## src/rtl/qtu_fmb_gen2.sv

```systemverilog
// qtu_fmb_gen2 - Q-table update / find-max-best block for the EER-RL node datapath.
//
// Accepts parsed neighbour packets whose chosen cluster head matches this node's.
// It keeps a neighbour table with insert-or-update by source ID. After each table
// change it scans for the best next hop and computes this node's next Q value.
//
// Ports:
//   clk, nrst              clock, synchronous active-low reset
//   en, iAmDestination     packet strobe; packets are ignored while this node is the CH
//   HB_Reset               heartbeat: synchronous table clear and abort
//   f*                     packet fields from the parser
//   chosenCH, hopsFromCH   this node's CH ID and hop count (hopsFromCH is not used yet)
//   node*, neighborIndex   fields and slot of the best entry
//   neighborCount          number of valid table entries
//   chosenHop, hopValid    best next-hop ID and its qualifier
//   myQValueNext           computed Q value for this node
//   busy, tableFull        status flags
//   QTUFMB_done            one-cycle completion pulse
//
// Optional feature macro: QTU_EVICT_EN. When it is defined, a miss on a full table
// replaces the lowest-Q entry, provided the new Q is strictly higher.
//
// state  | meaning
// IDLE   | waiting for an accepted packet
// LOOKUP | walks every slot; finds the ID match, the lowest free slot and the eviction victim
// WRITE  | updates in place, inserts, evicts, or drops the packet
// SCAN   | walks every valid slot to find the best entry
// CALC   | registers the best entry and the new Q value
// DONE   | raises the completion pulse on exit
module qtu_fmb_gen2 #(
    parameter int                    WORD_WIDTH    = 16,
    parameter int                    MAX_NEIGHBORS = 8,
    parameter int                    FRAC_BITS     = 14,
    parameter logic [WORD_WIDTH-1:0] GAMMA         = 16'h2000,
    parameter int                    IDX_W         = $clog2(MAX_NEIGHBORS)
) (
    input  logic                  clk,
    input  logic                  nrst,
    input  logic                  en,
    input  logic                  iAmDestination,
    input  logic                  HB_Reset,
    input  logic [WORD_WIDTH-1:0] fSourceID,
    input  logic [WORD_WIDTH-1:0] fSourceHops,
    input  logic [WORD_WIDTH-1:0] fQValue,
    input  logic [WORD_WIDTH-1:0] fEnergyLeft,
    input  logic [WORD_WIDTH-1:0] fHopsFromCH,
    input  logic [WORD_WIDTH-1:0] fChosenCH,
    input  logic [WORD_WIDTH-1:0] chosenCH,
    input  logic [WORD_WIDTH-1:0] hopsFromCH,
    output logic [WORD_WIDTH-1:0] nodeID,
    output logic [WORD_WIDTH-1:0] nodeHops,
    output logic [WORD_WIDTH-1:0] nodeEnergy,
    output logic [WORD_WIDTH-1:0] nodeQValue,
    output logic [IDX_W-1:0]      neighborIndex,
    output logic [IDX_W:0]        neighborCount,
    output logic [WORD_WIDTH-1:0] chosenHop,
    output logic                  hopValid,
    output logic [WORD_WIDTH-1:0] myQValueNext,
    output logic                  busy,
    output logic                  tableFull,
    output logic                  QTUFMB_done
);
    typedef enum logic [2:0] {S_IDLE, S_LOOKUP, S_WRITE, S_SCAN, S_CALC, S_DONE} state_t;

    localparam logic [IDX_W-1:0] LAST_IDX = IDX_W'(MAX_NEIGHBORS - 1);

    state_t r_state, w_next;

    logic [MAX_NEIGHBORS-1:0] r_tab_vld;
    logic [WORD_WIDTH-1:0]    r_tab_id  [MAX_NEIGHBORS];
    logic [WORD_WIDTH-1:0]    r_tab_hop [MAX_NEIGHBORS];
    logic [WORD_WIDTH-1:0]    r_tab_q   [MAX_NEIGHBORS];
    logic [WORD_WIDTH-1:0]    r_tab_en  [MAX_NEIGHBORS];
    logic [WORD_WIDTH-1:0]    r_tab_hfc [MAX_NEIGHBORS];

    logic [WORD_WIDTH-1:0] r_pkt_id, r_pkt_hop, r_pkt_q, r_pkt_en, r_pkt_hfc;
    logic [IDX_W-1:0]      r_idx;
    logic                  r_match_found, r_free_found, r_best_found;
    logic [IDX_W-1:0]      r_match_idx, r_free_idx, r_best_idx;
    logic [WORD_WIDTH-1:0] r_best_q, r_best_hfc;

    logic [WORD_WIDTH-1:0] r_node_id, r_node_hop, r_node_en, r_node_q, r_chosen_hop, r_myq;
    logic [IDX_W-1:0]      r_nb_idx;
    logic [IDX_W:0]        r_count;
    logic                  r_hop_valid, r_done;

    logic                  w_accept, w_evict_ok, w_do_write;
    logic [IDX_W-1:0]      w_wr_idx;
    logic [2*WORD_WIDTH-1:0] w_prod;
    logic [2*WORD_WIDTH:0]   w_sum;
    logic [WORD_WIDTH-1:0]   w_qnext;
    logic                    w_unused;

    assign w_unused = ^hopsFromCH;
    assign w_accept = en && !iAmDestination && (fChosenCH == chosenCH);

`ifdef QTU_EVICT_EN
    // Victim is the lowest-Q valid slot. The walk is descending, so the strict
    // compare keeps the highest index when Q values tie.
    logic                  r_ev_found;
    logic [IDX_W-1:0]      r_ev_idx;
    logic [WORD_WIDTH-1:0] r_ev_q;

    always_ff @(posedge clk) begin
        if (!nrst || r_state == S_IDLE) begin
            r_ev_found <= 1'b0;
            r_ev_idx   <= '0;
            r_ev_q     <= '0;
        end else if (r_state == S_LOOKUP && r_tab_vld[r_idx] &&
                     (!r_ev_found || r_tab_q[r_idx] < r_ev_q)) begin
            r_ev_found <= 1'b1;
            r_ev_idx   <= r_idx;
            r_ev_q     <= r_tab_q[r_idx];
        end
    end

    assign w_evict_ok = r_ev_found && (r_pkt_q > r_ev_q);
`else
    assign w_evict_ok = 1'b0;
`endif

    always_comb begin
        w_wr_idx = r_free_idx;
        if (r_match_found)
            w_wr_idx = r_match_idx;
        else if (r_free_found)
            w_wr_idx = r_free_idx;
`ifdef QTU_EVICT_EN
        else
            w_wr_idx = r_ev_idx;
`endif
    end

    assign w_do_write = r_match_found || r_free_found || w_evict_ok;

    // The full-width product keeps every bit that survives the shift, so the
    // saturation check sees any overflow.
    assign w_prod  = (2*WORD_WIDTH)'(r_tab_q[r_best_idx]) * (2*WORD_WIDTH)'(GAMMA);
    assign w_sum   = (2*WORD_WIDTH+1)'(w_prod >> FRAC_BITS)
                   + (2*WORD_WIDTH+1)'(r_tab_en[r_best_idx] >> 2);
    assign w_qnext = (|w_sum[2*WORD_WIDTH:WORD_WIDTH]) ? '1 : w_sum[WORD_WIDTH-1:0];

    always_ff @(posedge clk) begin
        if (!nrst)
            r_state <= S_IDLE;
        else
            r_state <= w_next;
    end

    always_comb begin
        w_next = r_state;
        case (r_state)
            S_IDLE:   if (w_accept) w_next = S_LOOKUP;
            S_LOOKUP: if (r_idx == '0) w_next = S_WRITE;
            S_WRITE:  w_next = w_do_write ? S_SCAN : S_IDLE;
            S_SCAN:   if (r_idx == '0) w_next = S_CALC;
            S_CALC:   w_next = S_DONE;
            S_DONE:   w_next = S_IDLE;
            default:  w_next = S_IDLE;
        endcase
        if (HB_Reset)
            w_next = S_IDLE;
    end

    always_ff @(posedge clk) begin
        if (!nrst) begin
            r_tab_vld     <= '0;
            r_count       <= '0;
            r_hop_valid   <= 1'b0;
            r_node_id     <= '0;
            r_node_hop    <= '0;
            r_node_en     <= '0;
            r_node_q      <= '0;
            r_nb_idx      <= '0;
            r_chosen_hop  <= '0;
            r_myq         <= '0;
            r_done        <= 1'b0;
            r_idx         <= '0;
            r_match_found <= 1'b0;
            r_free_found  <= 1'b0;
            r_best_found  <= 1'b0;
        end else if (HB_Reset) begin
            r_tab_vld    <= '0;
            r_count      <= '0;
            r_hop_valid  <= 1'b0;
            r_node_id    <= '0;
            r_node_hop   <= '0;
            r_node_en    <= '0;
            r_node_q     <= '0;
            r_nb_idx     <= '0;
            r_chosen_hop <= '0;
            r_done       <= 1'b0;
        end else begin
            r_done <= 1'b0;
            case (r_state)
                S_IDLE: if (w_accept) begin
                    r_pkt_id      <= fSourceID;
                    r_pkt_hop     <= fSourceHops;
                    r_pkt_q       <= fQValue;
                    r_pkt_en      <= fEnergyLeft;
                    r_pkt_hfc     <= fHopsFromCH;
                    r_idx         <= LAST_IDX;
                    r_match_found <= 1'b0;
                    r_free_found  <= 1'b0;
                end
                S_LOOKUP: begin
                    if (r_tab_vld[r_idx] && r_tab_id[r_idx] == r_pkt_id) begin
                        r_match_found <= 1'b1;
                        r_match_idx   <= r_idx;
                    end
                    // The walk is descending, so the last free slot seen is the lowest one.
                    if (!r_tab_vld[r_idx]) begin
                        r_free_found <= 1'b1;
                        r_free_idx   <= r_idx;
                    end
                    if (r_idx != '0)
                        r_idx <= r_idx - IDX_W'(1);
                end
                S_WRITE: begin
                    if (w_do_write) begin
                        r_tab_vld[w_wr_idx] <= 1'b1;
                        r_tab_id[w_wr_idx]  <= r_pkt_id;
                        r_tab_hop[w_wr_idx] <= r_pkt_hop;
                        r_tab_q[w_wr_idx]   <= r_pkt_q;
                        r_tab_en[w_wr_idx]  <= r_pkt_en;
                        r_tab_hfc[w_wr_idx] <= r_pkt_hfc;
                    end
                    if (!r_match_found && r_free_found)
                        r_count <= r_count + (IDX_W+1)'(1);
                    r_idx        <= LAST_IDX;
                    r_best_found <= 1'b0;
                end
                S_SCAN: begin
                    // The walk is descending; '<=' on the hop tie lets the lower index win.
                    if (r_tab_vld[r_idx] && (!r_best_found || r_tab_q[r_idx] > r_best_q ||
                        (r_tab_q[r_idx] == r_best_q && r_tab_hfc[r_idx] <= r_best_hfc))) begin
                        r_best_found <= 1'b1;
                        r_best_idx   <= r_idx;
                        r_best_q     <= r_tab_q[r_idx];
                        r_best_hfc   <= r_tab_hfc[r_idx];
                    end
                    if (r_idx != '0)
                        r_idx <= r_idx - IDX_W'(1);
                end
                S_CALC: begin
                    r_node_id    <= r_tab_id[r_best_idx];
                    r_node_hop   <= r_tab_hop[r_best_idx];
                    r_node_en    <= r_tab_en[r_best_idx];
                    r_node_q     <= r_tab_q[r_best_idx];
                    r_nb_idx     <= r_best_idx;
                    r_chosen_hop <= r_tab_id[r_best_idx];
                    r_hop_valid  <= 1'b1;
                    r_myq        <= w_qnext;
                end
                S_DONE:  r_done <= 1'b1;
                default: ;
            endcase
        end
    end

    assign nodeID        = r_node_id;
    assign nodeHops      = r_node_hop;
    assign nodeEnergy    = r_node_en;
    assign nodeQValue    = r_node_q;
    assign neighborIndex = r_nb_idx;
    assign neighborCount = r_count;
    assign chosenHop     = r_chosen_hop;
    assign hopValid      = r_hop_valid;
    assign myQValueNext  = r_myq;
    assign busy          = (r_state != S_IDLE);
    assign tableFull     = (r_count == (IDX_W+1)'(MAX_NEIGHBORS));
    assign QTUFMB_done   = r_done;
endmodule
```

## config.mk

```make
export PLATFORM = sky130hd
export DESIGN_NAME = qtu_fmb_gen2
export DESIGN_NICKNAME = d
export VERILOG_FILES = /design/src/rtl/qtu_fmb_gen2.sv
export SDC_FILE = /design/constraint.sdc
export NUM_CORES = 1
export LEC_CHECK = 0
export CAP_MARGIN = 20
export CORE_MARGIN = 4
export CORE_UTILIZATION = 38
export DETAILED_ROUTE_END_ITERATION = 7
export GPL_TIMING_DRIVEN = 0
export PLACE_DENSITY = 0.63
export SYNTH_ARGS = -nofsm -noshare
export SYNTH_HDL_FRONTEND = slang
export SYNTH_SLANG_ARGS = --single-unit
```

## constraint.sdc

```tcl
create_clock -name clk -period 14.1 [get_ports clk]
set_clock_uncertainty 0.05 [all_clocks]
set_input_delay 1.41 -clock clk [delete_from_list [all_inputs] [get_ports clk]]
set_output_delay 1.41 -clock clk [all_outputs]
set_load 0.03 [all_outputs]
```

==> flow_metrics.env <==
export IMPL_synth_edff_count=761
export IMPL_path_class="flop to flop"
export IMPL_worst_hold_path_type="flop to flop"
export IMPL_antenna_found_initial=1
export IMPL_worst_r2r_endpoint="r_best_hfc[14]"
export IMPL_core_area_um2=92200
export IMPL_synth_avg_cell_area_um2=18.7
export IMPL_layout_area_seq_um2=25100
export IMPL_postSynth_topFlopCell="sky130_fd_sc_hd__edfxtp_1"
export IMPL_setup_reg_to_reg_worst_slack_ps=8280
export IMPL_rows=111
export IMPL_synth_most_common_cell="sky130_fd_sc_hd__edfxtp_1"
export IMPL_ys_warn_count=0
export IMPL_rsz0062_at_grt="no"
export IMPL_cp_cell_sequence="buf_2 -> buf_2 -> buf_2 -> buf_1 -> mux4_2 -> mux2_2 -> ha_1 -> nand4_1 -> nor4_1 -> a211oi_1 -> o31ai_1 -> o31ai_1 -> a211o_1 -> inv_2"
export IMPL_finalHoldViolCount=0
export IMPL_cts_tree="done"
export IMPL_maximum_fanout_count_along_the_critical_path=35
export IMPL_cts_resized=0
export IMPL_first_global_vias=20300
export IMPL_fin_crit_sh_pct=41.3
export IMPL_die_area_um2=98300
export IMPL_drv_slew=0
export IMPL_fp_dieH_um=314
export IMPL_tritoncts_num_buffers=89
export IMPL_post_cts_setup_buffers=0
export IMPL_ys_seq_elements=873
export IMPL_ir_drop_mv=0.104
export IMPL_htreeDepth=3
export IMPL_critPathArrivalTime_ps=6030
export IMPL_holdCritStartpoint="r_tab_vld[6]"
export IMPL_area_growth_syn_to_layout_pct=21.6
export IMPL_hold_path_cell_count=1
export IMPL_power_leakage_nw=14.0
export IMPL_final_fill_count=7740
export IMPL_pin_count_of_the_biggest_net_entering_global_routing=36
export IMPL_setup_viol_count_final=0
export IMPL_clockBufferDepth=3
export IMPL_finalWirelength_um=92300
export IMPL_ys_async_sr_fraction_pct=0
export IMPL_final_setup_tns_ps=0
export IMPL_cp_start_kind="flop"
export IMPL_worst_path_dominant_cell_family="buffers and inverters"
export IMPL_timing_critical_path_slowest_cell_delay_ps=720
export IMPL_grt_remaining_overflow=0
export IMPL_multi_input_area_um2=9730
export IMPL_diodes=0
export IMPL_viasPerCell=5.42
export IMPL_yosys_top_cells_count="sky130_fd_sc_hd__edfxtp_1 (761), sky130_fd_sc_hd__mux4_2 (211), sky130_fd_sc_hd__nor2_1 (125)"
export IMPL_timing_max_slew_rel_slack_pct=19.5
export IMPL_numPortBuffers=222
export IMPL_grt_pass1_wl_um=135000
export IMPL_run_status="finished, final reports clean"
export IMPL_yosys_area_top_type_share_pct=64.4
export IMPL_wl_per_cell_um=25.9
export IMPL_clock_fmax_mhz=172
export IMPL_seq_area_frac_synth_pct=70.7
export IMPL_initial_cell_density_of_the_core_pct=38.5
export IMPL_root_buffer="sky130_fd_sc_hd__clkbuf_16"
export IMPL_synthesis_nets=2079
export IMPL_clk_insertion_delay_late_ps=640
export IMPL_path_common_cell="sky130_fd_sc_hd__buf_2"
export IMPL_critical_path_n_buffers_inverters=5
export IMPL_max_cap_viol_count=0
export IMPL_dieWidth_um=314
export IMPL_drc=0
export IMPL_setup_worst_path_end_class="flop"
export IMPL_ios=240
export IMPL_tightest_slew_ps=1170
export IMPL_critical_path_slowest_cell="sky130_fd_sc_hd__buf_1"
export IMPL_synthDistinctLibCells=62
export IMPL_all_layer_global_routing_usage_pct=18.6
export IMPL_synth_top_area_cell="sky130_fd_sc_hd__edfxtp_1"
export IMPL_place_detailed_hpwl_um=61900
export IMPL_clkSlewWorstSetupHoldPaths_ps=60
export IMPL_ys_top_cells_by_area="sky130_fd_sc_hd__edfxtp_1 (64%), sky130_fd_sc_hd__mux4_2 (13%), sky130_fd_sc_hd__dfxtp_1 (6.3%), sky130_fd_sc_hd__mux2_2 (2.2%), sky130_fd_sc_hd__ha_1 (1.8%)"
export IMPL_global_placer_s_final_weighted_congestion=0.809
export IMPL_dr_pass1_iters=5
export IMPL_data_required_time_of_the_worst_path_ps=14310
export IMPL_detail_route_antenna_nets=0
export IMPL_layout_setup_ws_ps=8280
export IMPL_synth_area_um2=35500
export IMPL_final_min_clock_period_ps=5820
export IMPL_postCtsHoldBufs=0
export IMPL_power_density_cell_area_nw_per_um2=121
export IMPL_fraction_of_final_layout_cells_sized_beyond_drive_strength_1_pct=22.1
export IMPL_final_core_utilization_pct=46.8
export IMPL_min_to="r_tab_vld[6]"
export IMPL_finalHoldWorstSlack_ps=399
export IMPL_dp_slack_ps=8260
export IMPL_fin_nets=2435
export IMPL_numClockSinks=873
export IMPL_vias=19300
export IMPL_drt_iter0_markers=1974
export IMPL_logic_depth_of_the_worst_register_to_register_path=14
export IMPL_post_synth_inst_count=1895
==> layout make-up <==
cell class | instances | area share (%)
buffer | 111 | 1.24
clock buffer | 126 | 5.82
clock inverter | 41 | 1.08
inverter | 49 | 0.426
multi-input combinational | 862 | 22.6
sequential | 873 | 58.2
tap | 1243 | 3.60
timing repair buffer | 265 | 7.11
==> cell usage in the layout, fill, tap and decap left out, types with 16 or more instances in the layout <==
cell                              instances
sky130_fd_sc_hd__edfxtp_1               761
sky130_fd_sc_hd__clkdlybuf4s50_1        222
sky130_fd_sc_hd__mux4_2                 211
sky130_fd_sc_hd__nor2_1                 117
sky130_fd_sc_hd__dfxtp_1                112
sky130_fd_sc_hd__clkbuf_16               93
sky130_fd_sc_hd__clkbuf_1                76
sky130_fd_sc_hd__mux2_2                  68
sky130_fd_sc_hd__mux2i_1                 60
sky130_fd_sc_hd__ha_1                    50
sky130_fd_sc_hd__inv_1                   48
sky130_fd_sc_hd__a211oi_1                42
sky130_fd_sc_hd__nand2_1                 35
sky130_fd_sc_hd__nor3_1                  31
sky130_fd_sc_hd__buf_2                   29
sky130_fd_sc_hd__a21oi_1                 25
sky130_fd_sc_hd__xor2_1                  25
sky130_fd_sc_hd__buf_12                  23
sky130_fd_sc_hd__a21o_1                  22
sky130_fd_sc_hd__buf_4                   16
==> stage by stage <==
| stage | area, µm² | power (W) | std cells |
|---|---|---|---|
| 6_report | 43200 | 0.00521 | 3570 |
| 5_1_grt | 43200 | 0.00536 | 3570 |
| 4_1_cts | 43100 | 0.00525 | 3567 |
| 3_5_place_dp | 40100 | 0.00288 | 3400 |
| 3_3_place_gp | 39300 | 0.00288 | 3360 |
| 2_1_floorplan | 35500 | 0.00283 | 1895 |
==> routing by layer <==
metal  wire length, µm  vias to the layer above  share of wire, %  track usage (%)
li1                  -                     8366                 -                -
met2             45700                      748                50             31.1
met3              6340                      132               6.9             3.61
met1             38200                    10100                41             25.3
met5                 0                        -                 0                0
met4              1990                        0               2.2             4.32
==> state kept, by name (all words and copies together), names as in the netlist, 4 cells and up, named ones only <==
register	count
r_tab_hop	128
nodeQValue	16
r_tab_id	128
nodeEnergy	16
r_tab_en	128
r_best_q	16
myQValueNext	16
r_pkt_id	16
nodeHops	16
r_tab_vld	8
chosenHop	16
r_best_hfc	16
r_tab_q	128
r_tab_hfc	128
neighborCount	4
r_pkt_hfc	16
r_pkt_hop	16
r_pkt_en	16
r_pkt_q	16
==> power breakdown <==
part	internal (W)	switching, W	leakage, nW
Clock	0.00141	0.000975	1.44
Sequential	0.00277	0.00000000132	7.74
Combinational	0.0000314	0.0000182	4.83
==> worst max path at each step <==
stage                          end  slack [ps]  cells past startpoint
floorplan              r_pkt_en[0]        5650                      5
global placement        r_pkt_q[7]        -860                      5
detailed placement   r_best_hfc[1]        8260                     14
CTS                 r_best_hfc[12]        8210                     14
global route        r_best_hfc[14]        7940                     14
finish              r_best_hfc[14]        8280                     14
==> cell families after synthesis <==
| logic type | after synthesis | share of synthesized area [%] |
|---|---|---|
| DFF | 873 | 70.7 |
| muxes | 346 | 17.8 |
| adders and majority gates | 51 | 1.82 |
| and+or+nand+nor | 268 | 3.54 |
| xor gates and xnor gates | 39 | 0.963 |
| buffers and inverters | 160 | 2.03 |
| AOI/OAI and AO/OA | 158 | 3.17 |
(Power assumes the default switching activity.)
